$ cat src/rtl/sram_march_bist_if.sv
// SRAM macro port bundle (csb0/web0/addr0/din0/dout0) between the March BIST
// controller (master) and the SRAM macro or its model (slave).
interface sram_march_bist_if #(
  parameter int DATA_WIDTH = 32,
  parameter int ADDR_WIDTH = 7
);
  logic                  csb0;
  logic                  web0;
  logic [ADDR_WIDTH-1:0] addr0;
  logic [DATA_WIDTH-1:0] din0;
  logic [DATA_WIDTH-1:0] dout0;

  modport master (output csb0, web0, addr0, din0, input dout0);
  modport slave  (input csb0, web0, addr0, din0, output dout0);
endinterface

$ cat src/rtl/sram_march_bist.sv
// March C- BIST controller for the single-port SRAM macro. Define
// BIST_FAIL_LOG_EN to build the first-failure capture registers and fail_count.
module sram_march_bist #(
  parameter int                    DATA_WIDTH   = 32,
  parameter int                    ADDR_WIDTH   = 7,
  parameter int                    READ_LATENCY = 1,
  parameter logic [DATA_WIDTH-1:0] PATTERN      = 32'hFACECAFE
) (
  input  logic                  clk0,
  input  logic                  rst_n,
  input  logic                  start,
  output logic                  busy,
  output logic                  done,
  output logic                  fail,
  output logic [ADDR_WIDTH-1:0] fail_addr,
  output logic [2:0]            fail_elem,
  output logic [DATA_WIDTH-1:0] fail_data,
  output logic [7:0]            fail_count,
  sram_march_bist_if.master     sram
);

  typedef enum logic [2:0] {
    IDLE  = 3'd0,
    WRITE = 3'd1,
    READ  = 3'd2,
    WAIT  = 3'd3,
    CHECK = 3'd4,
    DONE  = 3'd5
  } state_t;

  localparam logic [ADDR_WIDTH-1:0] ADDR_MIN  = {ADDR_WIDTH{1'b0}};
  localparam logic [ADDR_WIDTH-1:0] ADDR_MAX  = {ADDR_WIDTH{1'b1}};
  localparam logic [1:0]            WAIT_LAST = 2'(READ_LATENCY - 1);

  state_t                state_r, state_s;
  logic [2:0]            elem_r, elem_s;
  logic [ADDR_WIDTH-1:0] addr_r, addr_s;
  logic [1:0]            wcnt_r, wcnt_s;
  logic [DATA_WIDTH-1:0] din_r, din_s;
  logic                  csb_r, csb_s;
  logic                  web_r, web_s;
  logic                  busy_r, busy_s;
  logic                  done_r, done_s;
  logic                  fail_r;
  logic                  up_s;
  logic                  last_s;
  logic                  accept_s;
  logic                  mismatch_s;
  logic [DATA_WIDTH-1:0] expect_s;

  // Elements E0..E2 sweep upward, E3..E5 downward.
  assign up_s     = (elem_r <= 3'd2);
  assign last_s   = up_s ? (addr_r == ADDR_MAX) : (addr_r == ADDR_MIN);
  assign accept_s = (state_r == IDLE) && start;
  // Odd elements read back P, even elements read back ~P.
  assign expect_s   = elem_r[0] ? PATTERN : ~PATTERN;
  assign mismatch_s = (state_r == CHECK) && (sram.dout0 != expect_s);

  // Next-state, element/address sequencing and registered port values.
  always_comb begin
    state_s = state_r;
    elem_s  = elem_r;
    addr_s  = addr_r;
    wcnt_s  = wcnt_r;
    case (state_r)
      IDLE: begin
        if (start) begin
          state_s = WRITE;
          elem_s  = 3'd0;
          addr_s  = ADDR_MIN;
        end else begin
          state_s = IDLE;
        end
      end
      WRITE: begin
        if (addr_r == ADDR_MAX) begin
          state_s = READ;
          elem_s  = 3'd1;
          addr_s  = ADDR_MIN;
        end else begin
          addr_s  = addr_r + {{(ADDR_WIDTH-1){1'b0}}, 1'b1};
        end
      end
      READ: begin
        state_s = WAIT;
        wcnt_s  = 2'd0;
      end
      WAIT: begin
        if (wcnt_r == WAIT_LAST) begin
          state_s = CHECK;
        end else begin
          wcnt_s  = wcnt_r + 2'd1;
        end
      end
      CHECK: begin
        if (last_s && (elem_r == 3'd5)) begin
          state_s = DONE;
        end else if (last_s) begin
          state_s = READ;
          elem_s  = elem_r + 3'd1;
          addr_s  = (elem_r + 3'd1 <= 3'd2) ? ADDR_MIN : ADDR_MAX;
        end else begin
          state_s = READ;
          addr_s  = up_s ? addr_r + {{(ADDR_WIDTH-1){1'b0}}, 1'b1}
                         : addr_r - {{(ADDR_WIDTH-1){1'b0}}, 1'b1};
        end
      end
      DONE:    state_s = IDLE;
      default: state_s = IDLE;
    endcase

    // Port values are derived from the upcoming state so they are registered.
    csb_s  = 1'b1;
    web_s  = 1'b1;
    din_s  = din_r;
    busy_s = 1'b0;
    done_s = 1'b0;
    case (state_s)
      WRITE: begin
        csb_s  = 1'b0;
        web_s  = 1'b0;
        din_s  = PATTERN;
        busy_s = 1'b1;
      end
      READ: begin
        csb_s  = 1'b0;
        busy_s = 1'b1;
      end
      WAIT:  busy_s = 1'b1;
      CHECK: begin
        busy_s = 1'b1;
        if (elem_s != 3'd5) begin
          csb_s = 1'b0;
          web_s = 1'b0;
          din_s = elem_s[0] ? ~PATTERN : PATTERN;
        end else begin
          din_s = din_r;
        end
      end
      DONE:    done_s = 1'b1;
      IDLE:    done_s = 1'b0;
      default: done_s = 1'b0;
    endcase
  end

  // Sequencer and SRAM port registers.
  always_ff @(posedge clk0 or negedge rst_n) begin
    if (!rst_n) begin
      state_r <= IDLE;
      elem_r  <= 3'd0;
      addr_r  <= ADDR_MIN;
      wcnt_r  <= 2'd0;
      din_r   <= {DATA_WIDTH{1'b0}};
      csb_r   <= 1'b1;
      web_r   <= 1'b1;
      busy_r  <= 1'b0;
      done_r  <= 1'b0;
    end else begin
      state_r <= state_s;
      elem_r  <= elem_s;
      addr_r  <= addr_s;
      wcnt_r  <= wcnt_s;
      din_r   <= din_s;
      csb_r   <= csb_s;
      web_r   <= web_s;
      busy_r  <= busy_s;
      done_r  <= done_s;
    end
  end

  // Sticky fail flag; a mismatch never interrupts the sequence.
  always_ff @(posedge clk0 or negedge rst_n) begin
    if (!rst_n) begin
      fail_r <= 1'b0;
    end else if (accept_s) begin
      fail_r <= 1'b0;
    end else if (mismatch_s) begin
      fail_r <= 1'b1;
    end
  end

`ifdef BIST_FAIL_LOG_EN
  logic [ADDR_WIDTH-1:0] fail_addr_r;
  logic [2:0]            fail_elem_r;
  logic [DATA_WIDTH-1:0] fail_data_r;
  logic [7:0]            fail_count_r;

  function automatic logic [7:0] sat_inc8(input logic [7:0] v);
    if (v == 8'hFF) begin
      sat_inc8 = v;
    end else begin
      sat_inc8 = v + 8'd1;
    end
  endfunction

  // First-failure capture and saturating mismatch counter.
  always_ff @(posedge clk0 or negedge rst_n) begin
    if (!rst_n) begin
      fail_addr_r  <= ADDR_MIN;
      fail_elem_r  <= 3'd0;
      fail_data_r  <= {DATA_WIDTH{1'b0}};
      fail_count_r <= 8'd0;
    end else if (accept_s) begin
      fail_addr_r  <= ADDR_MIN;
      fail_elem_r  <= 3'd0;
      fail_data_r  <= {DATA_WIDTH{1'b0}};
      fail_count_r <= 8'd0;
    end else if (mismatch_s) begin
      fail_count_r <= sat_inc8(fail_count_r);
      if (!fail_r) begin
        fail_addr_r <= addr_r;
        fail_elem_r <= elem_r;
        fail_data_r <= sram.dout0;
      end
    end
  end

  assign fail_addr  = fail_addr_r;
  assign fail_elem  = fail_elem_r;
  assign fail_data  = fail_data_r;
  assign fail_count = fail_count_r;
`else
  assign fail_addr  = ADDR_MIN;
  assign fail_elem  = 3'd0;
  assign fail_data  = {DATA_WIDTH{1'b0}};
  assign fail_count = 8'd0;
`endif

  assign busy       = busy_r;
  assign done       = done_r;
  assign fail       = fail_r;
  assign sram.csb0  = csb_r;
  assign sram.web0  = web_r;
  assign sram.addr0 = addr_r;
  assign sram.din0  = din_r;

endmodule
$ cat src/flat_wrapper.sv
// flat-port wrapper written by rule: the top's interface ports become plain ports
module sram_march_bist_flat 
#(
  parameter int                    DATA_WIDTH   = 32,
  parameter int                    ADDR_WIDTH   = 7,
  parameter int                    READ_LATENCY = 1,
  parameter logic [DATA_WIDTH-1:0] PATTERN      = 32'hFACECAFE
)
  (clk0, rst_n, start, busy, done, fail, fail_addr, fail_elem, fail_data, fail_count, sram_csb0, sram_web0, sram_addr0, sram_din0, sram_dout0);
  sram_march_bist_if #(.DATA_WIDTH(DATA_WIDTH), .ADDR_WIDTH(ADDR_WIDTH)) sram_i ();
  input  logic clk0;
  input  logic rst_n;
  input  logic start;
  output logic busy;
  output logic done;
  output logic fail;
  output logic [ADDR_WIDTH-1:0] fail_addr;
  output logic [2:0] fail_elem;
  output logic [DATA_WIDTH-1:0] fail_data;
  output logic [7:0] fail_count;
  output wire logic [$bits(sram_i.csb0)-1:0] sram_csb0;
  output wire logic [$bits(sram_i.web0)-1:0] sram_web0;
  output wire logic [$bits(sram_i.addr0)-1:0] sram_addr0;
  output wire logic [$bits(sram_i.din0)-1:0] sram_din0;
  input wire logic [$bits(sram_i.dout0)-1:0] sram_dout0;
  assign sram_csb0 = sram_i.csb0;
  assign sram_web0 = sram_i.web0;
  assign sram_addr0 = sram_i.addr0;
  assign sram_din0 = sram_i.din0;
  assign sram_i.dout0 = sram_dout0;
  sram_march_bist #(.DATA_WIDTH(DATA_WIDTH), .ADDR_WIDTH(ADDR_WIDTH), .READ_LATENCY(READ_LATENCY), .PATTERN(PATTERN)) u_core (.clk0(clk0), .rst_n(rst_n), .start(start), .busy(busy), .done(done), .fail(fail), .fail_addr(fail_addr), .fail_elem(fail_elem), .fail_data(fail_data), .fail_count(fail_count), .sram(sram_i));
endmodule
$ cat config.mk
export PLATFORM = sky130hd
export DESIGN_NAME = sram_march_bist_flat
export DESIGN_NICKNAME = d
export VERILOG_FILES = /design/src/rtl/sram_march_bist_if.sv /design/src/rtl/sram_march_bist.sv /design/src/flat_wrapper.sv
export SDC_FILE = /design/constraint.sdc
export NUM_CORES = 1
export LEC_CHECK = 0
export CAP_MARGIN = 25
export CELL_PAD_IN_SITES_DETAIL_PLACEMENT = 1
export CELL_PAD_IN_SITES_GLOBAL_PLACEMENT = 1
export CORE_AREA = 3 3 95 97
export DETAILED_ROUTE_END_ITERATION = 10
export DIE_AREA = 0 0 98 100
export PLACE_DENSITY = 0.81
export SKIP_CTS_REPAIR_TIMING = 1
export SLEW_MARGIN = 10
export SYNTH_ARGS = -nofsm -noshare
export SYNTH_HDL_FRONTEND = slang
export SYNTH_SLANG_ARGS = --single-unit
$ cat constraint.sdc
create_clock -name clk0 -period 4 [get_ports clk0]
set_input_delay 0.8 -clock clk0 [delete_from_list [all_inputs] [get_ports clk0]]
set_output_delay 0.8 -clock clk0 [all_outputs]
set_load 0.01 [all_outputs]
==> impl_metrics.json <==
{
  "intPower_uw": 392,
  "seqPwrFrac": 0.431,
  "crit_start": "u_core.sram.addr0[0]",
  "yosys.area.top_type_share": 0.246,
  "fmax_ghz": 0.396,
  "worstSetupEndpointType": "register",
  "path_class": "reg2reg",
  "cp_data_arrival_time_ns": 2.69,
  "grt_use_total": 0.132,
  "gp_congestion": 0.883,
  "vias": 2181,
  "drive_gt1_frac": 0.0727,
  "cp-endpoint": "u_core.sram.addr0[3]",
  "wl_per_cell_um": 14.9,
  "switching_share": 0.243,
  "timing.rr.end": "u_core.sram.addr0[3]",
  "ant_nets": 0,
  "period_share": 0.631,
  "seq_area_frac_synth": 0.227,
  "clkPwrFrac": 0.428,
  "rsz0062_at_grt": "no",
  "ys_ff_latch": 22,
  "worst-path-stages": 7,
  "antenna_found_initial": 1,
  "syn-cell-area_mm2": 0.00244,
  "timing.rr.start": "u_core.sram.addr0[0]",
  "io_buffer_count": 78,
  "hpwl_um": 5410,
  "rrSetupSlack_ns": 1.48,
  "combPwrFrac": 0.140,
  "grt_start_max_net_pins": 25,
  "cellLeakagePower_nw": 1.25,
  "hp-class": "reg2reg",
  "grt-ovfl-total": 0,
  "finalCriticalPeriod_ns": 2.52,
  "fill_cells": 974,
  "startpoint_type": "register",
  "seqCellArea_um2": 553,
  "post-route-drc-count": 0,
  "worstMarginPinSlew_ns": 0.618,
  "syn_inst": 304,
  "grt_pass1_wl_um": 10800,
  "start_util": 0.297,
  "slowest_delay_ns": 0.45,
  "power.density_mw_per_mm2": 175,
  "hold_violations": 0,
  "synth_edf_count": 0,
  "finalWirelength_um": 6680,
  "first_iter_violations": 125,
  "path_buf_inv": 1,
  "numCtsBuffers": 3,
  "die_w_um": 98,
  "fin_nets": 386,
  "fin_tns_setup_ns": 0,
  "synthDistinctLibCells": 61,
  "finalSetupViolCount": 0,
  "synth.yosys.warnings": 0,
  "diodes": 0,
  "rows": 33,
  "design_area_mm2": 0.00296,
  "core_mm2": 0.00822,
  "clock-sinks": 22,
  "grt_pass1_vias": 2238,
  "die_y_um": 100,
  "async_reset_ff_frac": 1.00,
  "cts_root_buf": "clkbuf_8",
  "syn_area_per_cell_um2": 8.02,
  "required_ns": 4.17,
  "area_growth_pct": 21.4,
  "tritoncts": "done",
  "multi_input_area_mm2": 0.00137,
  "crit_chain": "inv_1 -> ha_1 -> or3b_4 -> nor3_1 -> o21ai_0 -> a311oi_1 -> o2bb2ai_1",
  "htreeDepth": 1,
  "p_switching_uw": 126,
  "worstRegToRegCells": 7,
  "ctsLongestPathBuffers": 2,
  "maxCapViolCount": 0,
  "drtPass1Iterations": 4,
  "die_area_mm2": 0.00980,
  "path_delay_family": "simple AND/OR/NAND/NOR gates",
  "maxSlewHeadroom": 0.584,
  "synth.area.top_cells": "buf_4 25%, dfrtp_1 21%, o21ai_0 3.5%",
  "finalMaxSlewViolations": 0,
  "synth_top_area_cell": "buf_4",
  "placed_area_mm2": 0.00289,
  "ir_drop_v": 0.0000806,
  "skew_ns": 0.0117,
  "cp_slowest_cell": "dfrtp_1",
  "crit_fanout": 6,
  "path_clk_slew_ns": 0.10,
  "synth_flop_cell": "dfrtp_1",
  "clk_latency_ns": 0.28,
  "viasPerCell": 4.86,
  "run_status": "finished clean",
  "io_pins": 129,
  "holdPathStages": 1
}
## worst min path at each step
| stage | start | to | slack (ns) |
|---|---|---|---|
| 2_1_floorplan | u_core.wcnt_r[1] | u_core.wcnt_r[1] | 0.47 |
| 3_3_place_gp | u_core.wcnt_r[1] | u_core.wcnt_r[1] | 0.49 |
| 3_5_place_dp | u_core.fail | u_core.fail | 0.49 |
| 4_1_cts | u_core.fail | u_core.fail | 0.51 |
| 5_1_grt | u_core.wcnt_r[1] | u_core.wcnt_r[1] | 0.54 |
| 6_report | u_core.fail | u_core.fail | 0.51 |
## routing by layer
metal  track usage  share of wire  vias to the layer above  wire [um]
li1              -              -                     1030          -
met1         0.158           0.41                     1032       2760
met2         0.232           0.49                       98       3260
met3        0.0257          0.067                       19        447
met4        0.0554          0.029                        2        196
met5             0         0.0019                        -         13
## cells by family after synthesis
group	after synthesis	synth area share
AND/OR/NAND/NOR	101	0.232
XOR/XNOR	2	0.00719
other	1	0.00154
buffers and inverters	103	0.288
flip-flops	22	0.227
AO/OA/AOI/OAI	67	0.205
adder cells (fa/ha/maj)	6	0.0308
multiplexers	2	0.00873
## through the flow
step	power [mW]	utilization	std cells	hold WS (ns)	worst slack [ns]
finish	0.517	0.360	449	0.507	1.48
global route	0.538	0.360	449	0.536	1.24
CTS	0.519	0.360	449	0.515	1.48
detailed placement	0.299	0.351	445	0.488	1.47
global placement	0.297	0.350	444	0.487	1.58
floorplan	0.290	-	353	0.473	1.83
## flip-flops by register name, summed over array words and instances, names as in the netlist
signal / count
u_core.state_r: 3
u_core.done: 1
u_core.sram.web0: 1
u_core.busy: 1
u_core.elem_r: 3
u_core.sram.addr0: 7
u_core.sram.din0: 2
u_core.wcnt_r: 2
u_core.sram.csb0: 1
u_core.fail: 1
## synthesized netlist by cell type (all sizes together), types with 4 or more instances
cell type	number
o21ai	18
inv	11
or3	4
a21o	5
nor2	19
nand3	6
buf	86
o211ai	4
nor3	11
nand4	6
dfrtp	20
nor3b	6
ha	6
a21oi	13
nand2	19
a31oi	5
nand2b	4
nor4	4
and3	6
clkbuf	6
## cell type report
class                      count  share of cell area
multi-input combinational    228               0.462
tap                          105              0.0444
clock buffer                   3              0.0140
clock inverter                 1              0.0101
sequential                    22               0.187
timing repair buffer          79               0.269
inverter                      11              0.0140
## power groups by stage
stage | logic [mW] | registers (mW) | clock network (mW)
6_report | 0.0727 | 0.223 | 0.222
5_1_grt | 0.0795 | 0.223 | 0.235
4_1_cts | 0.0720 | 0.223 | 0.223
3_5_place_dp | 0.0719 | 0.227 | 0
3_3_place_gp | 0.0693 | 0.227 | 0
2_1_floorplan | 0.0620 | 0.228 | 0
## cell usage in the layout (no fill, tap or decap), types with 3 or more instances in the layout
cell,count
nand4b_1,3
a21oi_1,12
clkbuf_8,3
and3_1,5
nor3b_1,5
nand3_1,6
a21o_1,5
o21ai_0,17
nor4_1,4
dfrtp_1,20
ha_1,6
nand2_1,19
nand2b_1,4
inv_1,11
clkdlybuf4s50_1,78
a31oi_1,5
or3_1,3
conb_1,50
nor2_1,19
o21a_1,3
nand4_1,6
nor3_1,11
Note: power is estimated with default switching activity, not from simulation.
